## src/rtl/fetch_unit.sv

```systemverilog
// fetch_unit: PC owner and IF/ID register with reset/interrupt vector loads, stall, flush and one-level interrupt masking
module fetch_unit #(
  parameter int ADDR_W = 8,
  parameter int DATA_W = 8
) (
  input  logic              clk,
  input  logic              rst,
  input  logic [DATA_W-1:0] instr_in,
  input  logic [DATA_W-1:0] imm_in,
  input  logic              imm_en_in,
  output logic [ADDR_W-1:0] addr_instr,
  output logic              intr_ack,
  input  logic              intr,
  input  logic              rti,
  input  logic              stall,
  input  logic              flush,
  input  logic [ADDR_W-1:0] branch_target,
  output logic              if_valid,
  output logic [DATA_W-1:0] if_instr,
  output logic [DATA_W-1:0] if_imm,
  output logic              if_imm_valid,
  output logic [ADDR_W-1:0] if_pc,
  output logic [ADDR_W-1:0] if_next_pc,
  output logic [ADDR_W-1:0] irq_ret_pc
);
  typedef enum logic [1:0] {RUN, VEC, ISR} state_t;
  state_t state, state_n;
  logic pending, pend_n, accept, fetch, bubble;
  logic [ADDR_W-1:0] pc, pc_n, ret_n, next_pc;
  assign addr_instr = pc;
  assign next_pc = pc + (imm_en_in ? ADDR_W'(2) : ADDR_W'(1));
  always_comb begin
    accept = state == RUN && !flush && !stall && (pending || intr);
    fetch = state != VEC && !flush && !stall && !accept;
    bubble = state == VEC || flush || accept;
    state_n = state == VEC ? ISR : accept ? VEC : (state == ISR && rti) ? RUN : state;
    pc_n = state == VEC ? ADDR_W'(instr_in) : flush ? branch_target : fetch ? next_pc : pc;
    ret_n = (state == VEC && flush) ? branch_target : accept ? pc : irq_ret_pc;
    pend_n = accept ? 1'b0 : pending || intr;
  end
  always_ff @(posedge clk) begin
    if (rst) begin
      pc <= ADDR_W'(instr_in);
      state <= RUN;
      pending <= 1'b0;
      intr_ack <= 1'b0;
      irq_ret_pc <= '0;
      if_valid <= 1'b0;
      if_instr <= '0;
      if_imm <= '0;
      if_imm_valid <= 1'b0;
      if_pc <= '0;
      if_next_pc <= '0;
    end else begin
      pc <= pc_n;
      state <= state_n;
      pending <= pend_n;
      intr_ack <= state_n == VEC;
      irq_ret_pc <= ret_n;
      if (bubble) begin
        if_valid <= 1'b0;
        if_instr <= '0;
        if_imm <= '0;
        if_imm_valid <= 1'b0;
        if_pc <= '0;
        if_next_pc <= '0;
      end else if (fetch) begin
        if_valid <= 1'b1;
        if_instr <= instr_in;
        if_imm <= imm_en_in ? imm_in : '0;
        if_imm_valid <= imm_en_in;
        if_pc <= pc;
        if_next_pc <= next_pc;
      end
    end
  end
endmodule

```

## config.mk

```make
export PLATFORM = sky130hd
export DESIGN_NAME = fetch_unit
export DESIGN_NICKNAME = d
export VERILOG_FILES = /design/src/rtl/fetch_unit.sv
export SDC_FILE = /design/constraint.sdc
export NUM_CORES = 1
export LEC_CHECK = 0
export ABC_AREA = 1
export CAP_MARGIN = 10
export CORE_ASPECT_RATIO = 0.9
export CORE_MARGIN = 1.5
export CORE_UTILIZATION = 50
export DETAILED_ROUTE_END_ITERATION = 12
export GPL_TIMING_DRIVEN = 0
export PLACE_DENSITY = 0.88
export SYNTH_ARGS = -nofsm -noshare
export SYNTH_HDL_FRONTEND = slang
export SYNTH_SLANG_ARGS = --single-unit
```

## constraint.sdc

```tcl
create_clock -name clk -period 5.8 [get_ports clk]
set_input_delay 0.87 -clock clk [delete_from_list [all_inputs] [get_ports clk]]
set_output_delay 0.87 -clock clk [all_outputs]
set_load 0.05 [all_outputs]
```

; Yosys cells after proc, flatten, opt, wreduce, memory -nomap -nowiden
; Cells that the tools add are included.
[classes]
addsub = 1
eq_ne = 4
muxes = 11
reduce_logical = 19
[op_table]
columns = operator, n
row1 = 8-bit 2-to-1 mux, 7
row2 = 8-bit by 2-bit adder with 8-bit output, 1
row3 = 1-bit logical AND, 8
row4 = 2-bit 2-to-1 mux, 4
row5 = "2-bit by 1-bit == test with 1-bit output, second input constant", 2
row6 = 4-bit nonzero test, 1
row7 = 2-bit OR reduction, 2
row8 = 1-bit zero test, 3
row9 = 1-bit logical OR, 3
row10 = "2-bit == test, second input constant", 1
row11 = 2-bit zero test, 1
row12 = "2-bit by 1-bit inequality test with 1-bit output, second input constant", 1
row13 = 2-bit nonzero test, 1
[totals]
reg_bits = 54
inputBits = 31
out_inout_bits = 51
elab_cells = 46

; Logic depth before layout (Yosys ltp)
; Gate-level depths: netlist of the first run.
[logic_depth]
ltp_word = 10
depth_mapped = 11
depth_no_buf = 10

; Worst setup path after synthesis of the first run
; Ideal clock, no wire load.
[synth_path]
kind = input port to flip-flop
from = in imm_en_in
to = reg pc[6] (netlist: addr_instr[6]) (data pin)
setup_time_ps = 252
arrival_ps = 2330
required_time_ps = 5548
slack_ps = 3218
stages = 11
path_buffers = 1
path_cell_list = clkbuf_1 > inv_1 > ha_1 > inv_1 > fa_1 > nor2_1 > nand3_1 > nand2_1 > nand3_1 > nand2_1 > nand2_1
[synth_between]
elab_chain_cells = 6
[synth_rtl]
columns = element, line_no
row1 = from (decl), 10  ; input logic imm_en_in,
row2 = 2-bit 2-to-1 mux, 31  ; assign next_pc = pc + (imm_en_in ? ADDR_W'(2) : ADDR_W'(1));
row3 = 8-bit by 2-bit adder with 8-bit output, 31
row4 = 8-bit 2-to-1 mux (3 in a row), 37  ; pc_n = state == VEC ? ADDR_W'(instr_in) : flush ? branch_target : fetch ? next_pc : pc;
row5 = 8-bit 2-to-1 mux, 42  ; if (rst) begin
row6 = to (signal assigned), 43  ; pc <= ADDR_W'(instr_in);
row7 = to (signal assigned), 55  ; pc <= pc_n;
row8 = to (decl), 29  ; logic [ADDR_W-1:0] pc, pc_n, ret_n, next_pc;
; Every way passes these cells. The select of a mux whose other input is x is not followed.
; A chain may end at the register's enable or synchronous reset.

; Final worst setup path of the first run
; Ends and elaborated chain as after synthesis.

==> results of run 1 <==
-- sequential cells by signal (all words and copies together) (netlist names) --
name / count
addr_instr: 8
if_imm: 8
if_imm_valid: 1
if_instr: 8
if_next_pc: 8
if_pc: 8
if_valid: 1
intr_ack: 1
irq_ret_pc: 8
pending: 1
state: 2
-- stage by stage --
stage | area (sq um) | power, uW
detailed placement | 3490 | 720
global placement | 3490 | 715
global route | 3580 | 971
floorplan | 2610 | 623
CTS | 3580 | 930
finish | 3580 | 927
-- final cells by class --
type / count / share of cell area
Multi-Input combinational cell: 249 / 0.347
Sequential cell: 54 / 0.324
Timing Repair Buffer: 80 / 0.224
Buffer: 17 / 0.0349
Clock buffer: 6 / 0.0231
Tap cell: 65 / 0.0227
Inverter: 21 / 0.0224
Clock inverter: 2 / 0.00210
-- worst max-delay path, delay by kind of cell --
| family | cells | cell delay [ps] |
|---|---|---|
| simple gates | 6 | 700 |
| fa+ha+maj | 1 | 480 |
| buf+inv | 3 | 1070 |
-- where the power goes --
group	internal [uW]	switching, uW	total [uW]
registers	407	22.5	429
logic	103	183	286
clock network	94.2	118	212
total	603	324	927
-- logic make-up after synthesis --
logic type               count (synthesis)  synth area share
AO/OA/AOI/OAI                           33            0.0667
flip-flops                              54             0.445
AND/OR/NAND/NOR                        212             0.389
adder cells (fa/ha/maj)                  3            0.0173
XOR/XNOR                                 1           0.00336
buffers and inverters                   38            0.0787
-- metal layers --
metal	track usage	share of wire	up-vias
met4	0.0565	0.014	0
met1	0.327	0.43	1194
met5	0	0	-
met2	0.404	0.47	129
li1	-	-	1268
met3	0.0662	0.087	12
-- worst min-delay path by stage --
stage / to / from
detailed placement: if_imm[1] / if_imm[1]
CTS: if_imm_valid / if_imm_valid
finish: if_imm[0] / if_imm[0]
global route: if_imm[0] / if_imm[0]
floorplan: state[0] / state[0]
global placement: if_imm[3] / if_imm[3]
-- cell usage in the layout (no fill, tap or decap), drive strengths merged, types with 3 or more instances in the layout --
master,count
dfxtp,46
buf,13
nor3,18
clkinv,3
clkdlybuf4s50,80
nor2,72
nand3b,9
o211ai,3
nand3,20
o21ai,5
inv,20
edfxtp,8
nand2,91
a21oi,24
clkbuf,10
==> run summary, run 1 <==
============================================================================
Result of the run ............................................. finished clean
Setup TNS .....................................................         0 ps
Average wire length per cell after detail routing ............. 13.6 microns
Mapped Nets ...................................................          375
Die Wd ........................................................ 79.1 microns
Synthesis-to-layout area growth ...............................        37.3%
Root Driver ................................................... sky130_fd_sc_hd__clkbuf_8
Worst setup path endpoint ..................................... addr_instr[6]
Tightest Hold Check Type ......................................   reg -> reg
Worst setup slack after layout ................................      2740 ps
Setup fix buffers added after clock tree synthesis ............            0
Residual DRC count ............................................            0
PostCTS Resize Cnt ............................................            0
Number of buffers added to fix hold violations after cts ......            0
Worst slack, placed ...........................................      2460 ps
Final core utilization ........................................        0.727
Post-layout nets ..............................................          462
Seq. cell area ................................................ 0.00116 sq mm
Core ar. ...................................................... 0.00492 sq mm
Worst endpoint required time ..................................      5880 ps
Slowest cell on crit path ..................................... sky130_fd_sc_hd__clkdlybuf4s50_1
Number of enable flip-flop cells after synthesis ..............            8
Number of levels the H-tree was split into ....................            2
Peak Freq .....................................................      327 MHz
Critical path startpoint ......................................    imm_en_in
Number of cells on the worst reg-to-reg path ..................            9
Cell types with the highest counts after synthesis ............ 85 x sky130_fd_sc_hd__nand2_1, 67 x sky130_fd_sc_hd__nor2_1, 46 x sky130_fd_sc_hd__dfxtp_1, 24 x sky130_fd_sc_hd__a21oi_1, 19 x sky130_fd_sc_hd__nand3_1
Length of the first detailed-routing pass in iterations .......            5
Post-synthesis register bit count .............................           54
Number of buffers on the longest clock path ...................            2
Reported leakage power ........................................   0.00144 uW
Data arrival at the endpoint of the critical path .............      3140 ps
Synth area leader ............................................. sky130_fd_sc_hd__dfxtp_1
Worst hold-check slack ........................................       465 ps
Part of the Yosys area used for sequential elements ...........        0.445
Total track usage .............................................        0.246
Shortest clock period the worst path allows after layout ......      3060 ps
Unique cell type count in the Yosys netlist ...................           28
Pin count of the biggest net entering global routing ..........           16
Post-synthesis cell count .....................................          341
Number of buffers inserted by port buffering ..................           80
Worst R2R Start ............................................... addr_instr[0]
Crit-path most repeated cell .................................. sky130_fd_sc_hd__nand2_1
Combined area of the multi-input logic cells .................. 0.00124 sq mm
Power density cells ...........................................  259 mW/mm^2
Final critical-path share of the clock period .................        0.527
IR Drop Worst-Case VDD ........................................   0.000180 V
Share of the synthesized area in the top cell type ............        0.353
Count of yosys warnings during synthesis ......................            0
Share of cells above drive strength 1 .........................        0.124
Category of the worst setup path launch point ................. primary input
Critical path endpoint category ...............................     register
DRC violation total after the first TritonRoute iteration .....          176
Synth Cell Area ............................................... 0.00261 sq mm
Fraction of registers with async set or reset after synthesis .            0
Count of clock tree sinks .....................................           54
Post-detail-place hpwl ........................................ 5060 microns
Crit Path Category ............................................    in -> reg
Hold Violations, Final ........................................            0
Worst hold path depth .........................................            2
Max incr delay on CP ..........................................       510 ps
Via count of the first global-routing pass ....................         2387
Internal reg-to-reg setup slack ...............................      3770 ps
Final ANT Viol Nets ...........................................            0
Most used flip-flop cell after synthesis ...................... sky130_fd_sc_hd__dfxtp_1
Mean instance size in the synthesized netlist .................   7.65 sq um
Top cells by area in the synthesized netlist .................. sky130_fd_sc_hd__dfxtp_1 35%, sky130_fd_sc_hd__nand2_1 12%, sky130_fd_sc_hd__nor2_1 9.6%, sky130_fd_sc_hd__edfxtp_1 9.2%, sky130_fd_sc_hd__nor3_2 6.5%
End of the worst register-to-register path .................... addr_instr[6]
Setup repair after global routing missed its margin ...........        false
I/O pin count .................................................           82
Headroom to the max-slew limit ................................        0.650
Vias per cell .................................................         5.27
Worst-Skew Late Latency .......................................       310 ps
Worst-case clock skew .........................................      6.76 ps
Global-route wire length before repair ........................ 11000 microns
Most common cell in the netlist ............................... sky130_fd_sc_hd__nand2_1
Antenna violations before repair ..............................            0
Placer's final routability congestion estimate ................        0.916
Wire length reported by the detailed router ................... 6690 microns
Total clock buffers created by CTS ............................            5
Maximum Capacitance Violations ................................            0
Effective utilization at floorplan ............................        0.530
Total congestion overflow .....................................            0
Final-report max-slew violation count .........................            0
Antenna diodes ................................................            0
Fill cells ....................................................          387
Total Die Area ................................................ 0.00566 sq mm
Filler-free cell count of the finished design .................          494
Clock tree from TritonCTS .....................................         done
Dpl cells .....................................................          486
Slew of the pin with the lowest slew margin ...................       523 ps
Clock transition at the registers of the reported paths .......        90 ps
CP max FO .....................................................           10
Standard-cell row count .......................................           24
Vias post-DR ..................................................         2603
Worst path cell trace ......................................... clkdlybuf4s50_1 -> clkbuf_1 -> inv_1 -> fa_1 -> nor2_1 -> nand3_1 -> nand2_1 -> nand3_1 -> nand2_1 -> nand2_1
Setup violations, final .......................................            0
DIE HEIGHT .................................................... 71.5 microns
============================================================================
No activity file was read; power rests on OpenSTA's default activity.
==> run 2, diff against run 1 <==
--- a/config.mk
+++ b/config.mk
@@ -9,10 +9,10 @@
 export CAP_MARGIN = 10
 export CORE_ASPECT_RATIO = 0.9
 export CORE_MARGIN = 1.5
-export CORE_UTILIZATION = 50
+export CORE_UTILIZATION = 42
 export DETAILED_ROUTE_END_ITERATION = 12
 export GPL_TIMING_DRIVEN = 0
-export PLACE_DENSITY = 0.88
+export PLACE_DENSITY = 0.79
 export SYNTH_ARGS = -nofsm -noshare
 export SYNTH_HDL_FRONTEND = slang
 export SYNTH_SLANG_ARGS = --single-unit
==> constraint.sdc (replaced) <==
create_clock -name clk -period 2.55 [get_ports clk]
set_input_delay 0.3825 -clock clk [delete_from_list [all_inputs] [get_ports clk]]
set_output_delay 0.3825 -clock clk [all_outputs]
set_load 0.05 [all_outputs]
==> run 2 against run 1 <==
Net effect: clock skew up 3.1 ps; sequential share of layout area is 0.068 points lower; final cell count is 1.4% higher; via count decreased by 4.5%; flip-flop and latch count unchanged; cell area increased by 0.21%; non-clock buffer count unchanged; first-iteration DRC count decreased by 27%; hold slack worse by 53 ps; power increased by 130%; critical path type unchanged; critical endpoint unchanged.
==> run summary, run 2 (synthesized netlist as in run 1, its figures left out) <==
========================================================================
Result of the run ......................................... finished clean
Post-route cell area ...................................... 0.00359 sq mm   +0.21%
Effective utilization at floorplan ........................        0.431   -0.0983
Pin count of the biggest net entering global routing ......           17   +1
Shortest clock period the worst path allows after layout ..      2370 ps
Die Wd .................................................... 86.1 microns   +8.8%
Critical path startpoint ..................................    imm_en_in
Placer's final routability congestion estimate ............        0.897   -2.0%
Number of buffers on the longest clock path ...............            2   unchanged
Internal reg-to-reg setup slack ...........................       580 ps   -3190 ps
Total Die Area ............................................ 0.00669 sq mm   +18%
Clock tree from TritonCTS .................................         done
Clock power share .........................................        0.225   -0.004
Setup TNS .................................................         0 ps   unchanged
Worst path cell trace ..................................... clkdlybuf4s50_1 -> clkbuf_2 -> inv_1 -> ha_1 -> inv_1 -> fa_1 -> nor2_2 -> nand3_1 -> nand2_1 -> nand3_1 -> nand2_1 -> nand2_1
Root Driver ............................................... sky130_fd_sc_hd__clkbuf_8
End of the worst register-to-register path ................ addr_instr[6]
Crit Path Category ........................................    in -> reg
Max incr delay on CP ......................................       440 ps   -70 ps
WP depth ..................................................           12   +2
Total congestion overflow .................................            0   unchanged
Placed cell areas ......................................... 0.00350 sq mm   +0.25%
Clock transition at the registers of the reported paths ...       100 ps   about the same
Category of the worst setup path launch point ............. primary input
Global-route wire length before repair .................... 10600 microns   -3.8%
Worst-case clock skew .....................................      9.86 ps   +3.10 ps
Final-report max-slew violation count .....................            0   unchanged
Synthesis-to-layout area growth ...........................        37.6%
Number of buffers inserted by port buffering ..............           80   unchanged
Worst hold-check slack ....................................       412 ps   -52.7 ps
Vias per cell .............................................         4.96   -5.9%
Worst R2R Start ........................................... addr_instr[0]
Maximum Capacitance Violations ............................            0   unchanged
Antenna diodes ............................................            0   unchanged
Count of clock tree sinks .................................           54   unchanged
Final ANT Viol Nets .......................................            0   unchanged
Share of cells above drive strength 1 .....................        0.131   +0.00699
Internal Power ............................................      1350 uW   +120%
Standard-cell row count ...................................           27   +13%
Final critical-path share of the clock period .............        0.930
Core ar. .................................................. 0.00605 sq mm   +23%
Proportion of power drawn by flip-flops and latches .......        0.465   +0.002
Total clock buffers created by CTS ........................            5   unchanged
Reported leakage power ....................................   0.00144 uW   -0.13%
Vias post-DR ..............................................         2485   -4.5%
Length of the first detailed-routing pass in iterations ...            4   -1
Post-detail-place hpwl .................................... 5160 microns   +2.0%
Via count of the first global-routing pass ................         2246   -5.9%
Data arrival at the endpoint of the critical path .........      2450 ps   -690 ps
Worst endpoint required time ..............................      2630 ps   -3250 ps
Worst setup path endpoint ................................. addr_instr[6]
Worst-Skew Late Latency ...................................       310 ps   about the same
PnR Total Power ...........................................      2100 uW   +130%
Tightest Hold Check Type ..................................    in -> reg
Average wire length per cell after detail routing ......... 13.5 microns   -0.32%
CP max FO .................................................           10   unchanged
Total track usage .........................................        0.199   -0.0468
Wire length reported by the detailed router ............... 6770 microns   +1.1%
Number of levels the H-tree was split into ................            2   unchanged
Slowest cell on crit path ................................. sky130_fd_sc_hd__clkdlybuf4s50_1
Antenna violations before repair ..........................            0   unchanged
Setup violations, final ...................................            0   unchanged
DRC violation total after the first TritonRoute iteration .          128   -27%
Setup fix buffers added after clock tree synthesis ........            0   unchanged
PostCTS Resize Cnt ........................................            0   unchanged
Commonest non-fill, non-tap cells in the layout ........... 85 x sky130_fd_sc_hd__nand2_1, 80 x sky130_fd_sc_hd__clkdlybuf4s50_1, 66 x sky130_fd_sc_hd__nor2_1
Peak Freq .................................................      422 MHz
Crit-path most repeated cell .............................. sky130_fd_sc_hd__nand2_1
Residual DRC count ........................................            0   unchanged
Number of buffers added to fix hold violations after cts ..            0   unchanged
Share of total power consumed by net switching ............        0.358   +0.00902
Top Family by Delay on Critical Path ...................... buffers and inverters
IR Drop Worst-Case VDD ....................................   0.000292 V   +62%
DIE HEIGHT ................................................ 77.8 microns   +8.7%
Power density cells .......................................  585 mW/mm^2   +130%
Switching pwr .............................................       752 uW   +130%
Commonest non-fill, non-tap cell in the layout ............ sky130_fd_sc_hd__nand2_1
Hold Violations, Final ....................................            0   unchanged
Slew of the pin with the lowest slew margin ...............       522 ps   -1.15 ps
Headroom to the max-slew limit ............................        0.651   +0.000767
Combinational group share of total power ..................        0.309   about the same
Post-layout nets ..........................................          462   unchanged
I/O pin count .............................................           82   unchanged
Number of cells on the worst reg-to-reg path ..............            9   unchanged
Critical path endpoint category ...........................     register
Setup repair after global routing missed its margin .......        false
Buffers and inverters on the worst path ...................            4   +1
========================================================================
## run 2: cell count changes in the layout (fill, tap and decap cells not counted), sizes merged
cell	change
clkbuf	-1
clkinvlp	+1
## run 2: how the worst min path moves through the flow
stage / to / slack (ps) / depth (start not counted) / from
after floorplan: irq_ret_pc[4] / 450 / 1 / rst
after global placement: if_imm[3] / 450 / 2 / if_imm[3]
after detailed placement: if_next_pc[2] / 460 / 2 / if_next_pc[2]
after CTS: if_next_pc[1] / 400 / 4 / flush
after global routing: if_next_pc[1] / 410 / 4 / flush
final: if_next_pc[1] / 410 / 4 / flush
## run 2: power by group through the flow
stage | logic (uW) | registers, uW | clock network [uW]
floorplan | 252 | 1170 | 0
global placement | 638 | 996 | 0
detailed placement | 646 | 998 | 0
CTS | 648 | 978 | 478
global route | 695 | 985 | 512
finish | 650 | 978 | 474
## run 2: cell type report
cell class                      count  area [sq um]
Timing Repair Buffer               80           801
Clock buffer                        5          68.8
Sequential cell                    54          1160
Inverter                           21          80.1
Clock inverter                      3          16.3
Tap cell                           72          90.1
Fill cell                         566          2460
Buffer                             17           126
Multi-Input combinational cell    249          1240
## run 2: metal layers
metal  share of wire  global-route usage  up-vias  routed length (microns)
li1                -                   -     1261                        -
met1            0.46               0.269     1143                     3100
met2            0.47               0.328       76                     3150
met3           0.069              0.0500        5                      465
met4          0.0074              0.0306        0                       50
met5               0                   0        -                        0
## run 2: through the flow
stage | setup slack, ps | utilization | std cells
final | 178 | 0.593 | 501
after global placement | -282 | 0.579 | 493
after detailed placement | -280 | 0.579 | 493
after floorplan | 382 | - | 341
after CTS | 44.0 | 0.593 | 501
after global routing | 16.5 | 0.593 | 501
## run 2: tightest hold or removal path, stage by stage
cell                      delay [ps]
sky130_fd_sc_hd__buf_6           110
sky130_fd_sc_hd__nor2_4           70
sky130_fd_sc_hd__nand3_1          70
sky130_fd_sc_hd__nor2_1           40
